## config.mk

```make
export PLATFORM = sky130hd
export DESIGN_NAME = imem_loader_flat
export DESIGN_NICKNAME = d
export VERILOG_FILES = /design/src/rtl/imem_loader_pkg.sv /design/src/rtl/imem_loader_if.sv /design/src/rtl/imem_loader_word_assembler.sv /design/src/rtl/imem_loader.sv /design/src/flat_wrapper.sv
export SDC_FILE = /design/constraint.sdc
export NUM_CORES = 1
export LEC_CHECK = 0
export CAP_MARGIN = 25
export CORE_MARGIN = 10
export CORE_UTILIZATION = 36
export CTS_BUF_LIST = sky130_fd_sc_hd__clkbuf_8 sky130_fd_sc_hd__clkbuf_16
export DETAILED_ROUTE_END_ITERATION = 8
export PLACE_DENSITY = 0.54
export SLEW_MARGIN = 20
export SYNTH_ARGS = -nofsm -noshare
export SYNTH_HDL_FRONTEND = slang
export SYNTH_HIERARCHICAL = 1
export SYNTH_SLANG_ARGS = --single-unit
export TNS_END_PERCENT = 1
```

## constraint.sdc

```tcl
create_clock -name clk -period 5.2 [get_ports clk]
set_clock_uncertainty 0.2 [all_clocks]
set_input_delay 0.52 -clock clk [delete_from_list [all_inputs] [get_ports clk]]
set_output_delay 0.52 -clock clk [all_outputs]
set_load 0.005 [all_outputs]
```

## src/rtl/imem_loader_pkg.sv

```systemverilog
// Shared types and constants for the instruction-memory loader.
// Used by the loader top, its word assembler and the bus interface.
package imem_loader_pkg;

    typedef enum logic [2:0] {
        IDLE  = 3'd0,
        RECV  = 3'd1,
        WRITE = 3'd2,
        DONE  = 3'd3,
        ERR   = 3'd4
    } state_e;

    localparam int BYTES_PER_WORD = 4;
    localparam int WORD_W         = 32;
    localparam int BYTE_W         = 8;

    // Running XOR signature of the words written by one load
    function automatic logic [WORD_W-1:0] checksum_fold(
        input logic [WORD_W-1:0] acc,
        input logic [WORD_W-1:0] word
    );
        return acc ^ word;
    endfunction

endpackage

```

## src/rtl/imem_loader_if.sv

```systemverilog
// Program-source / instruction-memory / pipeline-control bundle of the loader.
// The slave side is the loader; the master side is the program source and memory.
interface imem_loader_if #(
    parameter int ADDR_W = 12
) ();
    import imem_loader_pkg::*;

    logic                in_load_start;
    logic [ADDR_W:0]     in_load_words;
    logic                in_byte_valid;
    logic [BYTE_W-1:0]   in_byte;
    logic                out_byte_ready;
    logic                out_mem_we;
    logic [ADDR_W-1:0]   out_mem_addr;
    logic [WORD_W-1:0]   out_mem_wdata;
    logic                out_cpu_hold;
    logic                out_load_done;
    logic                out_load_error;
    logic [WORD_W-1:0]   out_checksum;

    modport master (
        output in_load_start, in_load_words, in_byte_valid, in_byte,
        input  out_byte_ready, out_mem_we, out_mem_addr, out_mem_wdata,
               out_cpu_hold, out_load_done, out_load_error, out_checksum
    );

    modport slave (
        input  in_load_start, in_load_words, in_byte_valid, in_byte,
        output out_byte_ready, out_mem_we, out_mem_addr, out_mem_wdata,
               out_cpu_hold, out_load_done, out_load_error, out_checksum
    );

endinterface

```

## src/rtl/imem_loader_word_assembler.sv

```systemverilog
// Shifts accepted bytes MSB-first into a 32-bit word and flags the byte that
// completes it; clear restarts assembly at byte 0.
module word_assembler
    import imem_loader_pkg::*;
(
    input  logic              clk,
    input  logic              rst_n,
    input  logic              clear,
    input  logic              accept,
    input  logic [BYTE_W-1:0] byte_in,
    output logic [WORD_W-1:0] word,
    output logic              word_ready
);

    logic [1:0]        cnt_q, cnt_d;
    logic [WORD_W-1:0] word_q, word_d;

    // Shift register and byte counter next values
    always_comb begin
        cnt_d  = cnt_q;
        word_d = word_q;
        if (clear) begin
            cnt_d  = 2'd0;
            word_d = '0;
        end else if (accept) begin
            cnt_d  = cnt_q + 2'd1;
            word_d = {word_q[WORD_W-BYTE_W-1:0], byte_in};
        end else begin
            cnt_d  = cnt_q;
            word_d = word_q;
        end
    end

    // Assembler state registers
    always_ff @(posedge clk) begin
        if (!rst_n) begin
            cnt_q  <= 2'd0;
            word_q <= '0;
        end else begin
            cnt_q  <= cnt_d;
            word_q <= word_d;
        end
    end

    assign word       = word_q;
    assign word_ready = accept && !clear && (cnt_q == 2'(BYTES_PER_WORD - 1));

endmodule

```

## src/rtl/imem_loader.sv

```systemverilog
// Instruction-memory loader: assembles a big-endian byte stream into words,
// writes them from BASE_WORD upward and stalls the CPU for the whole load.
module imem_loader
    import imem_loader_pkg::*;
#(
    parameter int MEM_WORDS = 4000,
    parameter int ADDR_W    = 12,
    parameter int BASE_WORD = 0
) (
    input  logic         clk,
    input  logic         rst_n,
    imem_loader_if.slave bus
);

    localparam int CHK_W = ADDR_W + 2;

    state_e              state_q, state_d;
    logic [ADDR_W:0]     len_q, len_d;
    logic [ADDR_W:0]     word_cnt_q, word_cnt_d;
    logic [ADDR_W-1:0]   addr_q, addr_d;
    logic [WORD_W-1:0]   checksum_q, checksum_d;

    logic                byte_ready_s;
    logic                mem_we_s;
    logic [ADDR_W-1:0]   mem_addr_s;
    logic [WORD_W-1:0]   mem_wdata_s;
    logic                cpu_hold_s;
    logic                load_done_s;
    logic                load_error_s;

    logic                start_s;
    logic                accept_s;
    logic                too_long_s;
    logic                last_word_s;
    logic [CHK_W-1:0]    load_end_s;
    logic [ADDR_W:0]     word_cnt_inc_s;
    logic [WORD_W-1:0]   word_s;
    logic                word_ready_s;

    // Wide enough that BASE_WORD + len cannot wrap before the range check
    assign load_end_s     = CHK_W'(BASE_WORD) + {1'b0, bus.in_load_words};
    assign too_long_s     = load_end_s > CHK_W'(MEM_WORDS);
    assign start_s        = (state_q == IDLE) && bus.in_load_start;
    assign accept_s       = bus.in_byte_valid && byte_ready_s;
    assign word_cnt_inc_s = word_cnt_q + (ADDR_W+1)'(1'b1);
    assign last_word_s    = (word_cnt_inc_s == len_q);

    word_assembler u_asm (
        .clk        (clk),
        .rst_n      (rst_n),
        .clear      (start_s),
        .accept     (accept_s),
        .byte_in    (bus.in_byte),
        .word       (word_s),
        .word_ready (word_ready_s)
    );

    // State, counter and checksum registers
    always_ff @(posedge clk) begin
        if (!rst_n) begin
            state_q    <= IDLE;
            len_q      <= '0;
            word_cnt_q <= '0;
            addr_q     <= '0;
            checksum_q <= '0;
        end else begin
            state_q    <= state_d;
            len_q      <= len_d;
            word_cnt_q <= word_cnt_d;
            addr_q     <= addr_d;
            checksum_q <= checksum_d;
        end
    end

    // Next-state selection
    always_comb begin
        state_d = state_q;
        case (state_q)
            IDLE: begin
                if (!bus.in_load_start) begin
                    state_d = IDLE;
                end else if (too_long_s) begin
                    state_d = ERR;
                end else if (bus.in_load_words == '0) begin
                    state_d = DONE;
                end else begin
                    state_d = RECV;
                end
            end
            RECV: begin
                if (word_ready_s) begin
                    state_d = WRITE;
                end else begin
                    state_d = RECV;
                end
            end
            WRITE: begin
                if (last_word_s) begin
                    state_d = DONE;
                end else begin
                    state_d = RECV;
                end
            end
            DONE:    state_d = IDLE;
            ERR:     state_d = IDLE;
            default: state_d = IDLE;
        endcase
    end

    // Length capture, word/address counters and checksum update
    always_comb begin
        len_d      = len_q;
        word_cnt_d = word_cnt_q;
        addr_d     = addr_q;
        checksum_d = checksum_q;
        case (state_q)
            IDLE: begin
                if (bus.in_load_start) begin
                    len_d = bus.in_load_words;
                    if (!too_long_s && (bus.in_load_words != '0)) begin
                        word_cnt_d = '0;
                        addr_d     = ADDR_W'(BASE_WORD);
                        checksum_d = '0;
                    end else begin
                        word_cnt_d = word_cnt_q;
                    end
                end else begin
                    len_d = len_q;
                end
            end
            WRITE: begin
                word_cnt_d = word_cnt_inc_s;
                addr_d     = addr_q + ADDR_W'(1'b1);
                checksum_d = checksum_fold(checksum_q, word_s);
            end
            default: begin
                len_d = len_q;
            end
        endcase
    end

    // Output decode of the current state; memory bus is zero unless writing
    always_comb begin
        byte_ready_s = 1'b0;
        mem_we_s     = 1'b0;
        mem_addr_s   = '0;
        mem_wdata_s  = '0;
        cpu_hold_s   = 1'b0;
        load_done_s  = 1'b0;
        load_error_s = 1'b0;
        case (state_q)
            IDLE: begin
                cpu_hold_s = 1'b0;
            end
            RECV: begin
                byte_ready_s = 1'b1;
                cpu_hold_s   = 1'b1;
            end
            WRITE: begin
                mem_we_s    = 1'b1;
                mem_addr_s  = addr_q;
                mem_wdata_s = word_s;
                cpu_hold_s  = 1'b1;
            end
            DONE: begin
                load_done_s = 1'b1;
                cpu_hold_s  = 1'b1;
            end
            ERR: begin
                load_error_s = 1'b1;
            end
            default: begin
                cpu_hold_s = 1'b0;
            end
        endcase
    end

    assign bus.out_byte_ready = byte_ready_s;
    assign bus.out_mem_we     = mem_we_s;
    assign bus.out_mem_addr   = mem_addr_s;
    assign bus.out_mem_wdata  = mem_wdata_s;
    assign bus.out_cpu_hold   = cpu_hold_s;
    assign bus.out_load_done  = load_done_s;
    assign bus.out_load_error = load_error_s;
    assign bus.out_checksum   = checksum_q;

endmodule

```

## src/flat_wrapper.sv

```systemverilog
// flat-port wrapper written by rule: the top's interface ports become plain ports
module imem_loader_flat import imem_loader_pkg::*;
#(
    parameter int MEM_WORDS = 4000,
    parameter int ADDR_W    = 12,
    parameter int BASE_WORD = 0
)
  (clk, rst_n, bus_in_load_start, bus_in_load_words, bus_in_byte_valid, bus_in_byte, bus_out_byte_ready, bus_out_mem_we, bus_out_mem_addr, bus_out_mem_wdata, bus_out_cpu_hold, bus_out_load_done, bus_out_load_error, bus_out_checksum);
  imem_loader_if #(.ADDR_W(ADDR_W)) bus_i ();
  input  logic clk;
  input  logic rst_n;
  input wire logic [$bits(bus_i.in_load_start)-1:0] bus_in_load_start;
  input wire logic [$bits(bus_i.in_load_words)-1:0] bus_in_load_words;
  input wire logic [$bits(bus_i.in_byte_valid)-1:0] bus_in_byte_valid;
  input wire logic [$bits(bus_i.in_byte)-1:0] bus_in_byte;
  output wire logic [$bits(bus_i.out_byte_ready)-1:0] bus_out_byte_ready;
  output wire logic [$bits(bus_i.out_mem_we)-1:0] bus_out_mem_we;
  output wire logic [$bits(bus_i.out_mem_addr)-1:0] bus_out_mem_addr;
  output wire logic [$bits(bus_i.out_mem_wdata)-1:0] bus_out_mem_wdata;
  output wire logic [$bits(bus_i.out_cpu_hold)-1:0] bus_out_cpu_hold;
  output wire logic [$bits(bus_i.out_load_done)-1:0] bus_out_load_done;
  output wire logic [$bits(bus_i.out_load_error)-1:0] bus_out_load_error;
  output wire logic [$bits(bus_i.out_checksum)-1:0] bus_out_checksum;
  assign bus_i.in_load_start = bus_in_load_start;
  assign bus_i.in_load_words = bus_in_load_words;
  assign bus_i.in_byte_valid = bus_in_byte_valid;
  assign bus_i.in_byte = bus_in_byte;
  assign bus_out_byte_ready = bus_i.out_byte_ready;
  assign bus_out_mem_we = bus_i.out_mem_we;
  assign bus_out_mem_addr = bus_i.out_mem_addr;
  assign bus_out_mem_wdata = bus_i.out_mem_wdata;
  assign bus_out_cpu_hold = bus_i.out_cpu_hold;
  assign bus_out_load_done = bus_i.out_load_done;
  assign bus_out_load_error = bus_i.out_load_error;
  assign bus_out_checksum = bus_i.out_checksum;
  imem_loader #(.MEM_WORDS(MEM_WORDS), .ADDR_W(ADDR_W), .BASE_WORD(BASE_WORD)) u_core (.clk(clk), .rst_n(rst_n), .bus(bus_i));
endmodule
```

==> out/qor.yml, run 1 <==
r2r_cells: 8
initial_core_util_pct: 37.1
dp_hpwl_um: 11400
rsz0062_at_grt: "false"
gr-usage-met2_pct: 24.2
grt_pass1_vias: 5286
fin_crit_ps: 3380
p_sw_w: 0.000433
clkLatencyLatePin_ps: 360
wirelength_um: 17300
clock_sink_count: 107
cts_setup_buffers: 0
grt-busiest-layer: "met2"
synth_ff_type: "dfxtp_1"
drtIter0Drc: 250
crit_path_max_fanout: 70
worstMarginPinSlew_ps: 902
drv_slew: 0
io_pins: 106
place_area_um2: 7170
hold_depth: 2
cts.htree.levels: 3
rr_startpoint: "u_core/state_q[2]"
switching_share_pct: 26.1
crit_path_frequent_cell: "buf_4"
antenna_found_initial: 0
max_freq_mhz: 296
design_area_um2: 7500
p_seq_share_pct: 50.4
finalHoldViolCount: 0
end_kind: "output pin"
ff_latch_area_um2: 2140
grt_pass1_wl_um: 28000
num_antenna_cells: 0
syn_to_final_growth_pct: 21.2
netlist_instances: 700
min_to: "u_core/len_q[10]"
ys_seq_area_share_pct: 34.6
dr_total_vias: 5258
portBuffers: 105
vias_per_cell: 5.35
maxCapViolations: 0
setup_slack_ps: 1820
rr_endpoint: "u_core/state_q[1]"
tns_ps: 0
ant_nets: 0
reg2reg_slack_ps: 2450
fin_nets: 786
fillers: 1632
hold_class: "register to register"
cts_resized: 0
cp.required_ps: 4480
clockBufferDepth: 2
start_kind: "register"
num_rows: 47
cts_root_buffer: "clkbuf_16"
leakage_nw: 2.25
crit_chain: "nor2_1 -> nand2_2 -> buf_4 -> inv_1 -> buf_4 -> and2_1 -> clkdlybuf4s50_1"
slowest_delay_ps: 560
path_class: "register to output pin"
p_total_w: 0.00166
met1_usage_pct: 19.5
die_h_um: 151
syn_nets: 728
drive_above_1_share_pct: 9.44
die-area_um2: 22800
grt_overflow: 0
ys_ff_latch: 107
first_pass_iters: 4
internal-power_w: 0.00123
ir_drop_mv: 0.159
die_w_um: 151
wl_per_cell_um: 17.6
yosys.cell_types.count: 55
numCtsBuffers: 9
hold_buffers: 0
grtUsageTotal_pct: 15.1
grtUsageMet3_pct: 4.68
multi_input_area_um2: 3480
period_share_pct: 65.0
setup_viol: 0
drc: 0
avgSynthCellArea_um2: 8.85
syn_area_um2: 6190
grt_max_degree: 95
synthArstFlopShare_pct: 0
slowest_stage: "buf_4"
yosys_warnings: 6
synth-edff-count: 0
core_um2: 16700
hold_start: "u_core/len_q[10]"
outcome: "finished clean"
cts_tree: "done"
combPwrFrac_pct: 9.2
path_clk_slew_ps: 70
dp_slack_ps: 1700
crit_arrival_ps: 2660
pwr_density_cell_nw_per_um2: 221
p_clk_share_pct: 40.5
final_util_pct: 44.9
gp_congestion: 0.808
slew_headroom_pct: 39.7
-- area by class of cell --
type,instances,share of cell area [%]
Clock buffer,10,3.19
Clock inverter,6,0.534
Inverter,49,2.45
Multi-Input combinational cell,479,46.4
Sequential cell,107,28.6
Tap cell,220,3.67
Timing Repair Buffer,112,15.2
-- how the worst max path moves through the flow --
stage | startpoint | end | slack (ps) | cells after the start
after floorplan | u_core/state_q[2] | bus_out_mem_addr[10] | 2930 | 6
final | u_core/state_q[2] | bus_out_mem_wdata[0] | 1820 | 7
after detailed placement | bus_in_load_words[7] | u_core/bus.out_checksum[24] | 1700 | 7
after CTS | u_core/state_q[2] | bus_out_mem_wdata[0] | 1770 | 7
after global placement | bus_in_load_words[7] | u_core/bus.out_checksum[5] | 1790 | 7
after global routing | u_core/state_q[2] | bus_out_mem_wdata[0] | 1640 | 7
-- synth_stat cells (8+ instances only) --
| master | number | share of area [%] |
|---|---|---|
| o211ai_1 | 55 | 6.7 |
| nand2_1 | 46 | 2.8 |
| buf_2 | 13 | 1.1 |
| mux2i_1 | 76 | 12 |
| inv_1 | 48 | 2.9 |
| xnor2_1 | 14 | 2.0 |
| o211ai_2 | 32 | 6.5 |
| and2_1 | 38 | 3.8 |
| nand3_1 | 14 | 1.1 |
| buf_6 | 9 | 1.6 |
| o21ai_0 | 12 | 0.97 |
| clkbuf_1 | 30 | 1.8 |
| a31oi_1 | 8 | 0.81 |
| dfxtp_1 | 107 | 35 |
| a21oi_1 | 29 | 2.3 |
| a21boi_0 | 34 | 4.1 |
| nor2_1 | 57 | 3.5 |
-- power by group through the flow --
stage / combinational [W] / clock (W) / sequential (W)
3_5_place_dp: 0.000150 / 0 / 0.000855
6_report: 0.000152 / 0.000671 / 0.000836
2_1_floorplan: 0.000116 / 0 / 0.000853
3_3_place_gp: 0.000147 / 0 / 0.000855
4_1_cts: 0.000151 / 0.000688 / 0.000836
5_1_grt: 0.000167 / 0.000718 / 0.000837
-- registers in the layout (all words and copies together), names as in the netlist --
| register | cells |
|---|---|
| u_core/u_asm/word | 32 |
| u_core/state_q | 3 |
| u_core/bus.out_checksum | 32 |
| u_core/len_q | 13 |
| u_core/word_cnt_q | 13 |
| u_core/u_asm/cnt_q | 2 |
| u_core/addr_q | 12 |
-- critical path: cells and delay by family (launching register included) --
family        cells  cell delay, ps
simple gates      3             420
flops             1             410
buf+inv           4            1390
-- routing by layer --
layer,wire [µm],vias to the layer above
met5,0,-
met4,185,0
met3,925,15
met2,7910,105
met1,8290,2567
li1,-,2571
-- layout by cell type (no fill, tap or decap), types with 9 or more instances in the layout --
| master | netlist | layout |
|---|---|---|
| nor2_1 | 57 | 57 |
| o211ai_1 | 55 | 55 |
| o21ai_0 | 12 | 12 |
| clkdlybuf4s50_1 | 0 | 104 |
| clkbuf_16 | 0 | 9 |
| a21boi_0 | 34 | 34 |
| nand3_1 | 14 | 14 |
| mux2i_1 | 76 | 76 |
| and2_1 | 38 | 37 |
| inv_1 | 48 | 49 |
| xnor2_1 | 14 | 14 |
| dfxtp_1 | 107 | 107 |
| o211ai_2 | 32 | 32 |
| a21oi_1 | 29 | 29 |
| nand2_1 | 46 | 45 |
-- cell families (layout without fill, tap and decap cells) --
kind of cell,Yosys count,in the layout,share of synthesized area (%)
simple gates,194,194,16.2
compound gates,186,186,24.1
buf+inv,114,177,9.36
flops,107,107,34.6
mux,76,76,12.3
xor+xnor,20,20,2.83
fa+ha+maj,3,3,0.606
-- stage by stage --
stage	hold slack (ps)	cells
floorplan	248	700
global placement	263	965
detailed placement	268	965
CTS	277	981
global route	303	983
finish	275	983
Power figures use the tool's default switching activity.
==> inputs of run 2 (changes only) <==
--- a/config.mk
+++ b/config.mk
@@ -10,7 +10,7 @@
 export CORE_UTILIZATION = 36
 export CTS_BUF_LIST = sky130_fd_sc_hd__clkbuf_8 sky130_fd_sc_hd__clkbuf_16
 export DETAILED_ROUTE_END_ITERATION = 8
-export PLACE_DENSITY = 0.54
+export PLACE_DENSITY = 0.56
 export SLEW_MARGIN = 20
 export SYNTH_ARGS = -nofsm -noshare
 export SYNTH_HDL_FRONTEND = slang
==> constraint.sdc (replaced) <==
create_clock -name clk -period 2.9 [get_ports clk]
set_clock_uncertainty 0.2 [all_clocks]
set_input_delay 0.29 -clock clk [delete_from_list [all_inputs] [get_ports clk]]
set_output_delay 0.29 -clock clk [all_outputs]
set_load 0.005 [all_outputs]
==> out/qor.yml, run 2 (synthesis results as in run 1) <==
fillers: 1644
core_um2: 16700
internal-power_w: 0.00236
switching_share_pct: 25.0
num_antenna_cells: 0
portBuffers: 105
slowest_stage: "clkdlybuf4s50_1"
ff_latch_area_um2: 2140
grt_pass1_wl_um: 29300
setup_slack_ps: 251
max_freq_mhz: 378
ir_drop_mv: 0.289
hold_class: "input pin to register"
drtIter0Drc: 357
numCtsBuffers: 9
outcome: "finished clean"
start_kind: "register"
final_common_cell: "dfxtp_1"
cp.required_ps: 2410
cts_setup_buffers: 0
dp_hpwl_um: 12100
vias_per_cell: 5.31
rsz0062_at_grt: "false"
cts_tree: "done"
drv_slew: 0
die-area_um2: 22800
dr_total_vias: 5269
wl_met1_um: 8410
clkLatencyLatePin_ps: 360
top_layer: "met4"
ant_nets: 0
io_pins: 106
fin_crit_ps: 2650
drive_above_1_share_pct: 10.6
period_share_pct: 91.3
p_clk_share_pct: 43.2
maxCapViolations: 0
die_w_um: 151
antenna_found_initial: 0
crit_chain: "nor2_1 -> nand2_2 -> inv_1 -> buf_4 -> and2_1 -> clkdlybuf4s50_1"
first_pass_iters: 4
layoutNonFillerInstCount: 992
grt_pass1_vias: 5361
finalHoldViolCount: 0
num_rows: 47
dp_slack_ps: 165
fin_nets: 796
crit_path_max_fanout: 41
met2WireLength_um: 8160
hold_buffers: 0
cts.htree.levels: 3
grtUsageTotal_pct: 16.0
grt_max_degree: 78
drc: 0
clock_sink_count: 107
r2r_cells: 6
gp_congestion: 0.865
cts_resized: 0
multi_input_area_um2: 3480
cts_root_buffer: "clkbuf_16"
end_kind: "output pin"
grt_overflow: 0
tns_ps: 0
p_seq_share_pct: 47.5
worstMarginPinSlew_ps: 743
wirelength_um: 18000
slew_headroom_pct: 50.4
path_clk_slew_ps: 70
initial_core_util_pct: 37.1
leakage_nw: 2.32
final_cell_mix: "dfxtp_1, clkdlybuf4s50_1, mux2i_1"
wl_met3_um: 1160
placed_cells: 977
wl_per_cell_um: 18.1
hold_depth: 3
pwr_density_cell_nw_per_um2: 413
design_area_um2: 7630
slowest_delay_ps: 510
combPwrFrac_pct: 9.2
die_h_um: 151
syn_to_final_growth_pct: 23.3
crit_arrival_ps: 2160
path_class: "register to output pin"
setup_viol: 0
p_sw_w: 0.000790
clockBufferDepth: 2
place_area_um2: 7310
[run 2: cell types whose count changed in the layout (fill, tap and decap cells not counted), sizes merged]
cell / change
buf: +10
clkbuf: -1
clkinv: -2
bufinv: +2
[run 2: per-stage QoR]
step	util, %	power [W]	hold slack [ps]
3_3_place_gp	43.8	0.00182	258
4_1_cts	45.7	0.00320	143
2_1_floorplan	-	0.00174	226
3_5_place_dp	43.8	0.00183	269
6_report	45.7	0.00315	152
5_1_grt	45.7	0.00328	159
[run 2: worst max-delay path, delay by kind of cell, from the launching register on]
kind          cells  cell delay [ps]
buf+inv           3              950
flops             1              350
simple gates      3              480
[run 2: cell type report]
| class | instances | share of cell area, % |
|---|---|---|
| inverters | 49 | 2.41 |
| multi-input cells | 479 | 45.7 |
| clock inverters | 6 | 1.25 |
| flip-flops and latches | 107 | 28.1 |
| clock buffers | 9 | 2.95 |
| well taps | 220 | 3.61 |
| repair buffers | 122 | 16.1 |
[run 2: power by group through the flow]
stage	sequential (W)	combinational [W]	clock, W
floorplan	0.00153	0.000208	0
global placement	0.00153	0.000286	0
detailed placement	0.00153	0.000292	0
CTS	0.00150	0.000294	0.00141
global route	0.00150	0.000320	0.00146
finish	0.00150	0.000292	0.00136
[run 2: routing by layer]
| metal | global-route usage (%) | vias to the layer above |
|---|---|---|
| met1 | 20.5 | 2541 |
| li1 | - | 2603 |
| met3 | 5.28 | 19 |
| met4 | 4.04 | 0 |
| met2 | 25.2 | 106 |
| met5 | 0 | - |
[run 2: path summary, 6_finish.rpt]
kind / from / to / slack, ps
worst max-delay path: u_core/state_q[2] / bus_out_mem_wdata[11] / 250
worst min-delay path: rst_n / u_core/word_cnt_q[6] / 150
worst max register to register: u_core/word_cnt_q[0] / u_core/state_q[1] / 450
worst min register to register: u_core/len_q[10] / u_core/len_q[10] / 280
==> inputs of run 3 (changes only) <==
--- a/config.mk
+++ b/config.mk
@@ -5,6 +5,7 @@
 export SDC_FILE = /design/constraint.sdc
 export NUM_CORES = 1
 export LEC_CHECK = 0
+export ABC_CLOCK_PERIOD_IN_PS = 2900
 export CAP_MARGIN = 25
 export CORE_MARGIN = 10
 export CORE_UTILIZATION = 36
==> results of run 3 <==
Same layout as run 2: the final DEF is identical, and so are final timing and power.
